[config.mk]
export PLATFORM = sky130hd
export DESIGN_NAME = ex_lsu_stage
export DESIGN_NICKNAME = d
export VERILOG_FILES = /design/src/rtl/instruction_utils.sv /design/src/rtl/execute_stage.sv /design/src/rtl/lsu.sv /design/src/rtl/ex_lsu_stage.sv
export SDC_FILE = /design/constraint.sdc
export NUM_CORES = 1
export LEC_CHECK = 0
export BUFFER_PORTS_ARGS = -buffer_cell sky130_fd_sc_hd__buf_2
export CORE_ASPECT_RATIO = 1.4
export CORE_MARGIN = 5
export CORE_UTILIZATION = 42
export CTS_CLUSTER_SIZE = 14
export DETAILED_ROUTE_END_ITERATION = 16
export SKIP_LAST_GASP = 1
export SLEW_MARGIN = 0
export SYNTH_ARGS = -nofsm -noshare
export SYNTH_HDL_FRONTEND = slang
export SYNTH_SLANG_ARGS = --single-unit
[constraint.sdc]
create_clock -name clk -period 4.14 [get_ports clk]
set_clock_uncertainty 0.05 [all_clocks]
set_input_delay 0.828 -clock clk [delete_from_list [all_inputs] [get_ports clk]]
set_output_delay 0.828 -clock clk [all_outputs]
set_load 0.1 [all_outputs]
[src/rtl/instruction_utils.sv]
// Shared RV32I instruction encoding for the execute/load-store slice,
// plus small classification helpers used by both sub-blocks.
package instruction_utils;

    typedef enum logic [5:0] {
        INSTR_NOP,
        INSTR_ADD, INSTR_SUB, INSTR_AND, INSTR_OR, INSTR_XOR,
        INSTR_SLL, INSTR_SRL, INSTR_SRA, INSTR_SLT, INSTR_SLTU,
        INSTR_ADDI, INSTR_ANDI, INSTR_ORI, INSTR_XORI,
        INSTR_SLLI, INSTR_SRLI, INSTR_SRAI, INSTR_SLTI, INSTR_SLTIU,
        INSTR_LUI, INSTR_AUIPC, INSTR_JAL, INSTR_JALR,
        INSTR_BEQ, INSTR_BNE, INSTR_BLT, INSTR_BGE, INSTR_BLTU, INSTR_BGEU,
        INSTR_LB, INSTR_LH, INSTR_LW, INSTR_LBU, INSTR_LHU,
        INSTR_SB, INSTR_SH, INSTR_SW
    } rv32i_instr_e;

    function automatic logic is_load(input rv32i_instr_e instr);
        return instr inside {INSTR_LB, INSTR_LH, INSTR_LW, INSTR_LBU, INSTR_LHU};
    endfunction

    function automatic logic is_store(input rv32i_instr_e instr);
        return instr inside {INSTR_SB, INSTR_SH, INSTR_SW};
    endfunction

    function automatic logic is_branch(input rv32i_instr_e instr);
        return instr inside {INSTR_BEQ, INSTR_BNE, INSTR_BLT,
                             INSTR_BGE, INSTR_BLTU, INSTR_BGEU};
    endfunction

endpackage

[src/rtl/execute_stage.sv]
// ALU, branch resolution and the EX->WB / EX->IF pipeline registers.
// Also exposes the raw rs1+imm sum so the LSU can use it as the memory address.
module execute_stage
    import instruction_utils::*;
(
    input  logic         clk,
    input  logic         rst,
    input  logic         stall_i,
    input  rv32i_instr_e instr_i,
    input  logic [31:0]  rs1_i,
    input  logic [31:0]  rs2_i,
    input  logic [31:0]  imm_i,
    input  logic [31:0]  pc_i,
    input  logic [4:0]   rd_addr_i,
    input  logic         write_en_i,
    output logic [31:0]  agen_o,
    output logic         take_branch_o,
    output logic [31:0]  branch_target_o,
    output logic [31:0]  result_o,
    output logic         write_en_o,
    output logic [4:0]   rd_addr_o
);

    logic [31:0] sum_ri;
    logic [31:0] pc_imm;
    logic [31:0] pc_plus4;
    logic [4:0]  shamt_r;
    logic [4:0]  shamt_i;

    logic [31:0] result_d, result_q;
    logic        take_d, take_q;
    logic [31:0] target_d, target_q;
    logic        write_en_d, write_en_q;
    logic [4:0]  rd_addr_q;

    assign sum_ri   = rs1_i + imm_i;
    assign pc_imm   = pc_i + imm_i;
    assign pc_plus4 = pc_i + 32'd4;
    assign shamt_r  = rs2_i[4:0];
    assign shamt_i  = imm_i[4:0];
    assign agen_o   = sum_ri;

    // Compute the next result, redirect decision and write enable for the instruction in EX.
    always_comb begin
        result_d   = '0;
        take_d     = 1'b0;
        target_d   = '0;
        write_en_d = write_en_i;
        case (instr_i)
            INSTR_ADD:   result_d = rs1_i + rs2_i;
            INSTR_SUB:   result_d = rs1_i - rs2_i;
            INSTR_AND:   result_d = rs1_i & rs2_i;
            INSTR_OR:    result_d = rs1_i | rs2_i;
            INSTR_XOR:   result_d = rs1_i ^ rs2_i;
            INSTR_SLL:   result_d = rs1_i << shamt_r;
            INSTR_SRL:   result_d = rs1_i >> shamt_r;
            INSTR_SRA:   result_d = $unsigned($signed(rs1_i) >>> shamt_r);
            INSTR_SLT:   result_d = {31'd0, $signed(rs1_i) < $signed(rs2_i)};
            INSTR_SLTU:  result_d = {31'd0, rs1_i < rs2_i};
            INSTR_ADDI:  result_d = sum_ri;
            INSTR_ANDI:  result_d = rs1_i & imm_i;
            INSTR_ORI:   result_d = rs1_i | imm_i;
            INSTR_XORI:  result_d = rs1_i ^ imm_i;
            INSTR_SLLI:  result_d = rs1_i << shamt_i;
            INSTR_SRLI:  result_d = rs1_i >> shamt_i;
            INSTR_SRAI:  result_d = $unsigned($signed(rs1_i) >>> shamt_i);
            INSTR_SLTI:  result_d = {31'd0, $signed(rs1_i) < $signed(imm_i)};
            INSTR_SLTIU: result_d = {31'd0, rs1_i < imm_i};
            INSTR_LUI:   result_d = imm_i;
            INSTR_AUIPC: result_d = pc_imm;
            INSTR_JAL: begin
                result_d = pc_plus4;
                take_d   = 1'b1;
                target_d = pc_imm;
            end
            INSTR_JALR: begin
                result_d = pc_plus4;
                take_d   = 1'b1;
                target_d = sum_ri & ~32'd1;
            end
            INSTR_BEQ:  begin target_d = pc_imm; take_d = (rs1_i == rs2_i); end
            INSTR_BNE:  begin target_d = pc_imm; take_d = (rs1_i != rs2_i); end
            INSTR_BLT:  begin target_d = pc_imm; take_d = ($signed(rs1_i) <  $signed(rs2_i)); end
            INSTR_BGE:  begin target_d = pc_imm; take_d = ($signed(rs1_i) >= $signed(rs2_i)); end
            INSTR_BLTU: begin target_d = pc_imm; take_d = (rs1_i <  rs2_i); end
            INSTR_BGEU: begin target_d = pc_imm; take_d = (rs1_i >= rs2_i); end
            INSTR_LB, INSTR_LH, INSTR_LW, INSTR_LBU, INSTR_LHU,
            INSTR_SB, INSTR_SH, INSTR_SW:
                         result_d = sum_ri;
            default:     write_en_d = 1'b0;
        endcase
    end

    // EX->WB and EX->IF registers: reset clears, stall holds, otherwise capture.
    always_ff @(posedge clk) begin
        if (rst) begin
            result_q   <= '0;
            take_q     <= 1'b0;
            target_q   <= '0;
            write_en_q <= 1'b0;
            rd_addr_q  <= '0;
        end else if (!stall_i) begin
            result_q   <= result_d;
            take_q     <= take_d;
            target_q   <= target_d;
            write_en_q <= write_en_d;
            rd_addr_q  <= rd_addr_i;
        end
    end

    assign result_o        = result_q;
    assign take_branch_o   = take_q;
    assign branch_target_o = target_q;
    assign write_en_o      = write_en_q;
    assign rd_addr_o       = rd_addr_q;

endmodule

[src/rtl/lsu.sv]
// Load/store unit: drives the data-memory request in the issue cycle and
// formats the load data that returns one cycle later.
module lsu
    import instruction_utils::*;
(
    input  logic         clk,
    input  logic         rst,
    input  logic         stall_i,
    input  rv32i_instr_e instr_i,
    input  logic [31:0]  addr_i,
    input  logic [31:0]  rs2_i,
    input  logic [31:0]  load_data_i,
    output logic [31:0]  mem_addr_o,
    output logic         mem_read_en_o,
    output logic         mem_write_en_o,
    output logic [1:0]   store_size_o,
    output logic [31:0]  store_data_o,
    output logic         write_sel_o,
    output logic [31:0]  load_result_o
);

    rv32i_instr_e load_type_q;
    logic [1:0]   offset_q;
    logic         write_sel_q;

    assign mem_addr_o = addr_i;

    // Memory strobes and lane-replicated store data for the instruction being issued.
    always_comb begin
        mem_read_en_o  = is_load(instr_i)  && !stall_i;
        mem_write_en_o = is_store(instr_i) && !stall_i;
        store_size_o   = 2'b00;
        store_data_o   = '0;
        case (instr_i)
            INSTR_SB: begin
                store_size_o = 2'b00;
                store_data_o = {4{rs2_i[7:0]}};
            end
            INSTR_SH: begin
                store_size_o = 2'b01;
                store_data_o = {2{rs2_i[15:0]}};
            end
            INSTR_SW: begin
                store_size_o = 2'b10;
                store_data_o = rs2_i;
            end
            default: ;
        endcase
    end

    // Remember the load flavour and byte offset so the returning data can be formatted.
    always_ff @(posedge clk) begin
        if (rst) begin
            load_type_q <= INSTR_NOP;
            offset_q    <= 2'b00;
            write_sel_q <= 1'b0;
        end else if (!stall_i) begin
            load_type_q <= is_load(instr_i) ? instr_i : INSTR_NOP;
            offset_q    <= addr_i[1:0];
            write_sel_q <= is_load(instr_i);
        end
    end

    logic [7:0]  load_byte;
    logic [15:0] load_half;

    // Pick the addressed byte/half from the returned word and extend it.
    always_comb begin
        load_byte     = '0;
        load_half     = offset_q[1] ? load_data_i[31:16] : load_data_i[15:0];
        load_result_o = '0;
        case (offset_q)
            2'd0: load_byte = load_data_i[7:0];
            2'd1: load_byte = load_data_i[15:8];
            2'd2: load_byte = load_data_i[23:16];
            2'd3: load_byte = load_data_i[31:24];
            default: ;
        endcase
        case (load_type_q)
            INSTR_LB:  load_result_o = {{24{load_byte[7]}}, load_byte};
            INSTR_LBU: load_result_o = {24'd0, load_byte};
            INSTR_LH:  load_result_o = {{16{load_half[15]}}, load_half};
            INSTR_LHU: load_result_o = {16'd0, load_half};
            INSTR_LW:  load_result_o = load_data_i;
            default: ;
        endcase
    end

    assign write_sel_o = write_sel_q;

endmodule

[src/rtl/ex_lsu_stage.sv]
// Combined execute and load/store stage of the mini-rv pipeline: ties the
// execute datapath to the LSU and presents the pipeline-facing ports.
module ex_lsu_stage
    import instruction_utils::*;
(
    input  logic         clk,
    input  logic         rst,
    input  logic         stall,
    input  rv32i_instr_e id_ex_instr_type,
    input  logic [31:0]  id_ex_rs1_data,
    input  logic [31:0]  id_ex_rs2_data,
    input  logic [31:0]  id_ex_imm,
    input  logic [31:0]  id_ex_pc,
    input  logic [4:0]   id_ex_rd_addr,
    input  logic         id_ex_write_en,
    input  logic [31:0]  mem_wb_load_data,
    output logic         ex_if_take_branch,
    output logic [31:0]  ex_if_branch_target,
    output logic [31:0]  ex_wb_result,
    output logic         ex_wb_write_en,
    output logic [4:0]   ex_wb_rd_addr,
    output logic [31:0]  mem_addr,
    output logic         mem_read_en,
    output logic         mem_write_en,
    output logic [1:0]   store_size,
    output logic [31:0]  store_data,
    output logic         wb_lsu_write_sel,
    output logic [31:0]  wb_load_result
);

    logic [31:0] agen;

    execute_stage u_execute (
        .clk             (clk),
        .rst             (rst),
        .stall_i         (stall),
        .instr_i         (id_ex_instr_type),
        .rs1_i           (id_ex_rs1_data),
        .rs2_i           (id_ex_rs2_data),
        .imm_i           (id_ex_imm),
        .pc_i            (id_ex_pc),
        .rd_addr_i       (id_ex_rd_addr),
        .write_en_i      (id_ex_write_en),
        .agen_o          (agen),
        .take_branch_o   (ex_if_take_branch),
        .branch_target_o (ex_if_branch_target),
        .result_o        (ex_wb_result),
        .write_en_o      (ex_wb_write_en),
        .rd_addr_o       (ex_wb_rd_addr)
    );

    lsu u_lsu (
        .clk            (clk),
        .rst            (rst),
        .stall_i        (stall),
        .instr_i        (id_ex_instr_type),
        .addr_i         (agen),
        .rs2_i          (id_ex_rs2_data),
        .load_data_i    (mem_wb_load_data),
        .mem_addr_o     (mem_addr),
        .mem_read_en_o  (mem_read_en),
        .mem_write_en_o (mem_write_en),
        .store_size_o   (store_size),
        .store_data_o   (store_data),
        .write_sel_o    (wb_lsu_write_sel),
        .load_result_o  (wb_load_result)
    );

endmodule

==> results.md, run 1 <==
Synthesis:
- The number of synthesized flops with an enable pin is 0.
- The xor/xnor cell area share of the yosys netlist is 0.0502.
- The post-synth design cell area is 0.0214 mm^2.
- The adder-cell share of the synthesized area is 0.0959.
- The proportion of synthesized area in mux cells is 0.136.
- After synthesis, the mean cell area works out to 6.87 um^2.
- Of the synthesized area, sequential elements account for 0.0747.
- In this run, synthesis produced a sequential element count of 80.
- Yosys printed 0 warnings.
- The synthesized netlist contains 101 unique library cells.
- In the synthesized netlist the dominant register cell turns out to be sky130_fd_sc_hd__dfxtp_1.
- The synthesized netlist net count is 3,457.
- The gate count of the mapped netlist is 3,120.
- The compound-gate portion of the synthesized area was 0.343.
- The proportion of register bits with asynchronous set or reset after synthesis is 0.
- The simple-gate share of the synthesized area is 0.227.
- By area, the combinational part of the netlist is dominated by compound AO/OA/AOI/OAI gates.

Floorplanning:
- The count of boundary I/O pins is 347.
- In this run the horizontal extent of the chip is 201 um.
- The starting density of the core is 0.421.
- Measured along the y axis, the die boundary spans 277 um.
- The floorplan has 98 rows.

Clocking:
- Buffers inserted to repair hold after CTS numbered 0.
- The clock net sink count is 80.
- The tree is rooted in a sky130_fd_sc_hd__clkbuf_16.
- The number of buffers created by CTS is 9.
- In this run the deepest clock path goes through 2 buffers.
- The maximum level of the CTS H-tree is 3.

Run status:
- The flow halted during global routing.
- The flow did not finish.
- The first error in the log reads "[ERROR GRT-0116] Global routing finished with congestion. Check the congestion regions in the DRC Viewer".

Place:
- The number of cells after detailed placement is 4,760.
- The half-perimeter wire length after detailed placement is 132 mm.
- In this run the cell area measured after placement is 0.0318 mm^2.
- Buffers placed on the I/O ports in this run total 346.
- The weighted congestion at the end of routability-driven global placement is 1.22.

Global routing:
- The pin count of the biggest net entering global routing is 58.
- The remaining global-route overflow is 3.
- The first-pass GRT wire length is 246 mm.
- The total track usage is 0.591.
- The via count of the first global-routing pass is 34.6k.
## cell usage after synthesis, types with 10 or more instances
cell,count,area [um^2]
sky130_fd_sc_hd__xnor2_1,87,762
sky130_fd_sc_hd__nor4_1,22,138
sky130_fd_sc_hd__ha_1,158,1980
sky130_fd_sc_hd__mux2i_1,193,1930
sky130_fd_sc_hd__inv_1,144,541
sky130_fd_sc_hd__buf_1,17,63.8
sky130_fd_sc_hd__a2111oi_0,14,123
sky130_fd_sc_hd__o211ai_1,29,218
sky130_fd_sc_hd__a221o_1,37,370
sky130_fd_sc_hd__o22ai_1,40,250
sky130_fd_sc_hd__a221oi_1,65,569
sky130_fd_sc_hd__nand2b_1,38,238
sky130_fd_sc_hd__o21bai_1,28,210
sky130_fd_sc_hd__a211oi_1,33,248
sky130_fd_sc_hd__nor2b_1,40,250
sky130_fd_sc_hd__a32oi_1,10,87.6
sky130_fd_sc_hd__a222oi_1,18,180
sky130_fd_sc_hd__o221ai_1,24,210
sky130_fd_sc_hd__nand4_1,39,244
sky130_fd_sc_hd__or4_1,10,75.1
sky130_fd_sc_hd__clkbuf_1,194,728
sky130_fd_sc_hd__mux4_2,33,743
sky130_fd_sc_hd__o31a_1,10,87.6
sky130_fd_sc_hd__a31oi_1,37,231
sky130_fd_sc_hd__a22o_1,22,193
sky130_fd_sc_hd__o21ai_0,176,881
sky130_fd_sc_hd__nor2_1,276,1040
sky130_fd_sc_hd__nand3_1,82,410
sky130_fd_sc_hd__or2_2,12,75.1
sky130_fd_sc_hd__o31ai_1,23,173
sky130_fd_sc_hd__xor2_1,36,315
sky130_fd_sc_hd__o2111ai_1,13,114
sky130_fd_sc_hd__a21o_1,42,315
sky130_fd_sc_hd__nor3_1,86,430
sky130_fd_sc_hd__mux2_2,21,236
sky130_fd_sc_hd__a21oi_1,304,1520
sky130_fd_sc_hd__and2_1,30,188
sky130_fd_sc_hd__or3_1,12,75.1
sky130_fd_sc_hd__buf_2,23,115
sky130_fd_sc_hd__and3_1,15,93.8
sky130_fd_sc_hd__a22oi_1,27,203
sky130_fd_sc_hd__dfxtp_1,80,1600
sky130_fd_sc_hd__o21a_1,22,165
sky130_fd_sc_hd__nand2_1,328,1230
## metrics by stage
step	hold slack [ns]	worst slack (ns)
3_3_place_gp	0.389	-0.393
2_1_floorplan	0.404	-0.428
4_1_cts	0.409	-0.284
3_5_place_dp	0.400	-0.429
## kinds of logic after synthesis
family | count (synthesis)
flops | 80
compound gates | 1085
mux | 248
xor+xnor | 123
buf+inv | 390
fa+ha+maj | 162
simple gates | 1032
## metal layers
layer,track usage,GRT overflow
met5,0.0366,0
met4,0.631,1
met3,0.311,0
met2,0.837,2
met1,0.588,0
## repair_timing
item | in CTS
endpoints found under the setup margin | 19
setup buffers | 9
pin swaps | 26
hold endpoints to repair | 0
resized for setup | 36
==> run 2, diff against run 1 <==
--- a/config.mk
+++ b/config.mk
@@ -6,11 +6,10 @@
 export NUM_CORES = 1
 export LEC_CHECK = 0
 export BUFFER_PORTS_ARGS = -buffer_cell sky130_fd_sc_hd__buf_2
-export CORE_ASPECT_RATIO = 1.4
 export CORE_MARGIN = 5
-export CORE_UTILIZATION = 42
-export CTS_CLUSTER_SIZE = 14
+export CORE_UTILIZATION = 27
 export DETAILED_ROUTE_END_ITERATION = 16
+export PLACE_DENSITY_LB_ADDON = 0.15
 export SKIP_LAST_GASP = 1
 export SLEW_MARGIN = 0
 export SYNTH_ARGS = -nofsm -noshare
==> constraint.sdc (replaced) <==
create_clock -name clk -period 5.38 [get_ports clk]
set_clock_uncertainty 0.05 [all_clocks]
set_input_delay 1.076 -clock clk [delete_from_list [all_inputs] [get_ports clk]]
set_output_delay 1.076 -clock clk [all_outputs]
set_load 0.1 [all_outputs]
==> results.md, run 2 <==
Min path:
- The destination of the worst hold path is u_execute.write_en_o.
- The startpoint of the lowest-slack hold path is u_execute.write_en_o.
- The class of the worst hold path is flip-flop to flip-flop.
- Along the worst hold path, the cell count comes to 2.

Critical path:
- Tracing the worst setup path back leads to its startpoint at id_ex_rs1_data[0].
- The endpoint of the worst register-to-register path is u_execute.result_o[14].
- The type of element capturing the critical path is an output port.
- STA classifies the critical path startpoint as a primary input.
- The number of buffers and inverters on the critical path is 7.
- Measured in cells, the most critical reg-to-reg path has a length of 8.
- The cell that appears most often on the critical path is sky130_fd_sc_hd__buf_4.
- The delay contributed by the slowest stage of the critical path is 0.36 ns.
- Among all stages on the critical path, the largest delay is contributed by sky130_fd_sc_hd__o311ai_4.
- Along the worst path, the maximum fanout reaches 3.
- At the worst endpoint, the required time is 4.25 ns.
- At the worst endpoint, the arrival time is 4.18 ns.
- The family of cells with the greatest summed delay on the critical path is compound AO/OA/AOI/OAI gates.
- The signal on the critical path passes through buf_2 -> ha_2 -> nor2b_2 -> o311ai_4 -> a211oi_4 -> buf_4 -> a221oi_1 -> buf_4 -> o21ai_0 -> buf_4 -> o31ai_4 -> o21ai_1 -> buf_4 -> buf_4 -> xnor2_4 -> buf_12.
- The worst register-to-register path begins at u_execute.result_o[14].
- The critical path is of the primary input to output port type.
- The worst setup slack for register-to-register paths is 2.75 ns.

Power:
- The internal power is 2.18 mW.
- The net switching power of the design is 3.04 mW.
- IR analysis of the VDD net gives a maximum drop of 0.000167 V.
- The total leakage power is 12.6 nW.
- The sequential power share is 0.124.
- The share of total power dissipated in the clock network is 0.136.
- The switching share of power is 0.583.
- Power spread over the standard cell area amounts to 184 mW/mm^2.
- The share of total power dissipated in combinational logic is 0.741.

Place:
- The half-perimeter wire length after detailed placement is 141 mm.
- Buffers placed on the I/O ports in this run total 346.
- Once placement finished, the instance area stood at 0.0279 mm^2.
- The congestion estimate from routability-driven global placement came to 1.07.
- The number of cells after detailed placement is 4,711.

Synthesis:
- The number of warnings reported in the yosys synthesis log is 0.
- When the netlist entered floorplanning its net count stood at 3,457.
- The average instance in the mapped netlist occupies 6.87 um^2.
- Counting flops with an async set or reset pin after synthesis yields a share of 0.
- Counting distinct cell types in the post-synthesis netlist gives 101.
- By area the synthesized netlist is led by sky130_fd_sc_hd__ha_1 (9.2%), sky130_fd_sc_hd__mux2i_1 (9.0%), sky130_fd_sc_hd__dfxtp_1 (7.5%).
- Counting flops with a built-in enable in the synthesized netlist gives 0.
- The most common cell in the synthesized netlist is sky130_fd_sc_hd__nand2_1.
- After technology mapping, the gate count stands at 3,120.
- The commonest cells after synthesis are sky130_fd_sc_hd__nand2_1 (328), sky130_fd_sc_hd__a21oi_1 (304), sky130_fd_sc_hd__nor2_1 (276), sky130_fd_sc_hd__clkbuf_1 (194), sky130_fd_sc_hd__mux2i_1 (193).
- The biggest area contributor in the post-synthesis netlist is sky130_fd_sc_hd__ha_1.
- The post-synth design cell area is 0.0214 mm^2.
- After synthesis the netlist holds a flip-flop and latch count of 80.
- The share of synthesized area in the top cell type comes to 0.0922.
- Of the synthesized area, sequential elements account for 0.0747.
- For this run, the leading register cell type out of synthesis is sky130_fd_sc_hd__dfxtp_1.

Floorplanning:
- The die span in x is 292 um.
- The die boundary height is 292 um.
- The initialized floorplan defines 103 standard-cell rows.
- The initial utilization of the core area, before any placement, comes to 0.272.
- The count of boundary I/O pins is 347.
- The floorplan step defined a core boundary enclosing 0.0789 mm^2.
- The die area is 0.0852 mm^2.

Timing:
- Setup violations remaining at the end of the flow were counted as 0.
- The final period demand of the worst path is 5.30 ns.
- At the pin with the least slew margin, the transition time is 1.36 ns.
- The maximum clock frequency is 0.189 GHz.
- The worst hold margin is 0.409 ns.
- The final-report max-slew violation count was 0.
- Headroom to the max-slew limit came out at 0.0955.
- Of the available clock period, the critical path in the final layout requires 0.986.
- The number of failing hold endpoints at the final stage came to 0.

Clocking:
- The H-tree generated during clock tree synthesis spans 3 levels.
- Clock tree synthesis inserted a total of 9 buffers.
- The clock net sink count is 80.
- TritonCTS built the clock tree.
- The tree is rooted in a sky130_fd_sc_hd__clkbuf_16.
- Counting along the longest clock path gives a buffer depth of 2.
- The buffer count from post-CTS setup fixing is 0.
- The clock-pin transition on the worst setup and hold timing paths is 0.07 ns.
- The count of hold-fix buffers inserted at cts is 0.
- The clock latency reported for the late side of the worst-skew pair is 0.40 ns.

Global routing:
- Global routing finished with a remaining overflow of 0.
- The total track usage is 0.375.
- The initial antenna violation count is 5.
- The first-pass GRT wire length is 230 mm.
- The via count of the first global-routing pass was 28.0k.
- Entering global routing, the biggest net connects 62 pins.

Drt:
- The starting DRC count in detailed routing is 3,681.
- The sum of routed wire length over all layers is 170 mm.
- The mean routed wirelength per cell is 35.9 um.
- In the routed design, unresolved DRC markers number 0.
- The post-detailed-route via-to-cell ratio is 6.31.
- The routed layout has 29.8k vias.
- The remaining antenna violation count after routing is 0.
- The first TritonRoute pass finished after 6 iterations.

Layout:
- The layout overhead on the synthesized area is 32.3%.
- After the last flow step, the layout net total stands at 4,009.
- The number of standard cells in the final layout excluding fillers is 4,729.
- Of the cells placed in the final design, the portion with a size suffix greater than 1 is 0.254.
- The final cell area excluding filler cells is 0.0284 mm^2.
- The library cell used most frequently in the layout, excluding fill and tap cells, is sky130_fd_sc_hd__buf_4.
- Leaving out fill and tap cells, the most frequent cells in the layout are sky130_fd_sc_hd__buf_4 (424), sky130_fd_sc_hd__nand2_1 (327), sky130_fd_sc_hd__a21oi_1 (302).

Run status:
- The run finished with clean final reports.

Run:
- The max-cap violation count is 0.
==> run 2: cells by family after synthesis <==
| family | synth area share |
|---|---|
| mux | 0.136 |
| fa+ha+maj | 0.0959 |
| xor+xnor | 0.0502 |
| compound gates | 0.343 |
| flops | 0.0747 |
| simple gates | 0.227 |
| buf+inv | 0.0720 |
==> run 2: power groups by stage <==
| stage | Sequential (mW) | Clock, mW | Combinational, mW |
|---|---|---|---|
| 2_1_floorplan | 0.830 | 0 | 1.89 |
| 3_3_place_gp | 0.657 | 0 | 3.75 |
| 3_5_place_dp | 0.658 | 0 | 3.73 |
| 4_1_cts | 0.644 | 0.705 | 3.75 |
| 5_1_grt | 0.648 | 0.728 | 3.97 |
| 6_report | 0.645 | 0.708 | 3.87 |
==> run 2: final cells by class <==
class | count | area (um^2)
Fill cell | 8600 | 50500
Multi-Input combinational cell | 2650 | 18600
Timing Repair Buffer | 783 | 6010
Sequential cell | 80 | 1600
Tap cell | 1050 | 1310
Inverter | 148 | 556
Clock buffer | 10 | 239
Clock inverter | 6 | 48.8
Antenna cell | 2 | 5.00
==> run 2: how the worst max path moves through the flow <==
stage	to	slack, ns	cells after the start
final	mem_addr[27]	0.08	16
after global routing	mem_addr[27]	-0.006	17
after CTS	mem_addr[27]	0.04	16
after detailed placement	mem_addr[25]	-0.38	16
after global placement	mem_addr[25]	-0.44	16
after floorplan	mem_addr[30]	-0.05	12
==> run 2: worst min-delay path, stage by stage (launching register included) <==
cell	delay, ns
sky130_fd_sc_hd__dfxtp_1	0.31
sky130_fd_sc_hd__nand2_1	0.05
sky130_fd_sc_hd__a21oi_1	0.05
==> run 2: stage by stage <==
step / TNS, ns / setup slack, ns / utilization / power, mW
floorplan: -0.0543 / -0.0543 / - / 2.72
global placement: -2.38 / -0.437 / 0.354 / 4.41
detailed placement: -2.02 / -0.381 / 0.354 / 4.39
CTS: 0 / 0.0386 / 0.359 / 5.10
global route: -0.0102 / -0.00559 / 0.360 / 5.35
finish: 0 / 0.0762 / 0.360 / 5.22
==> run 2: layer usage <==
layer | part of all wire | track usage | up-vias | wire, um
li1 | - | - | 12900 | -
met2 | 0.42 | 0.569 | 1900 | 71600
met4 | 0.073 | 0.210 | 0 | 12500
met3 | 0.093 | 0.0875 | 453 | 15800
met1 | 0.41 | 0.490 | 14600 | 69900
met5 | 0 | 0 | - | 0
==> run 2: timing repair <==
item	in CTS	in global routing
endpoints found under the setup margin	9	8
pin swaps	2	8
gates cloned	0	0
resized for setup	11	14
(Power assumes the default switching activity.)
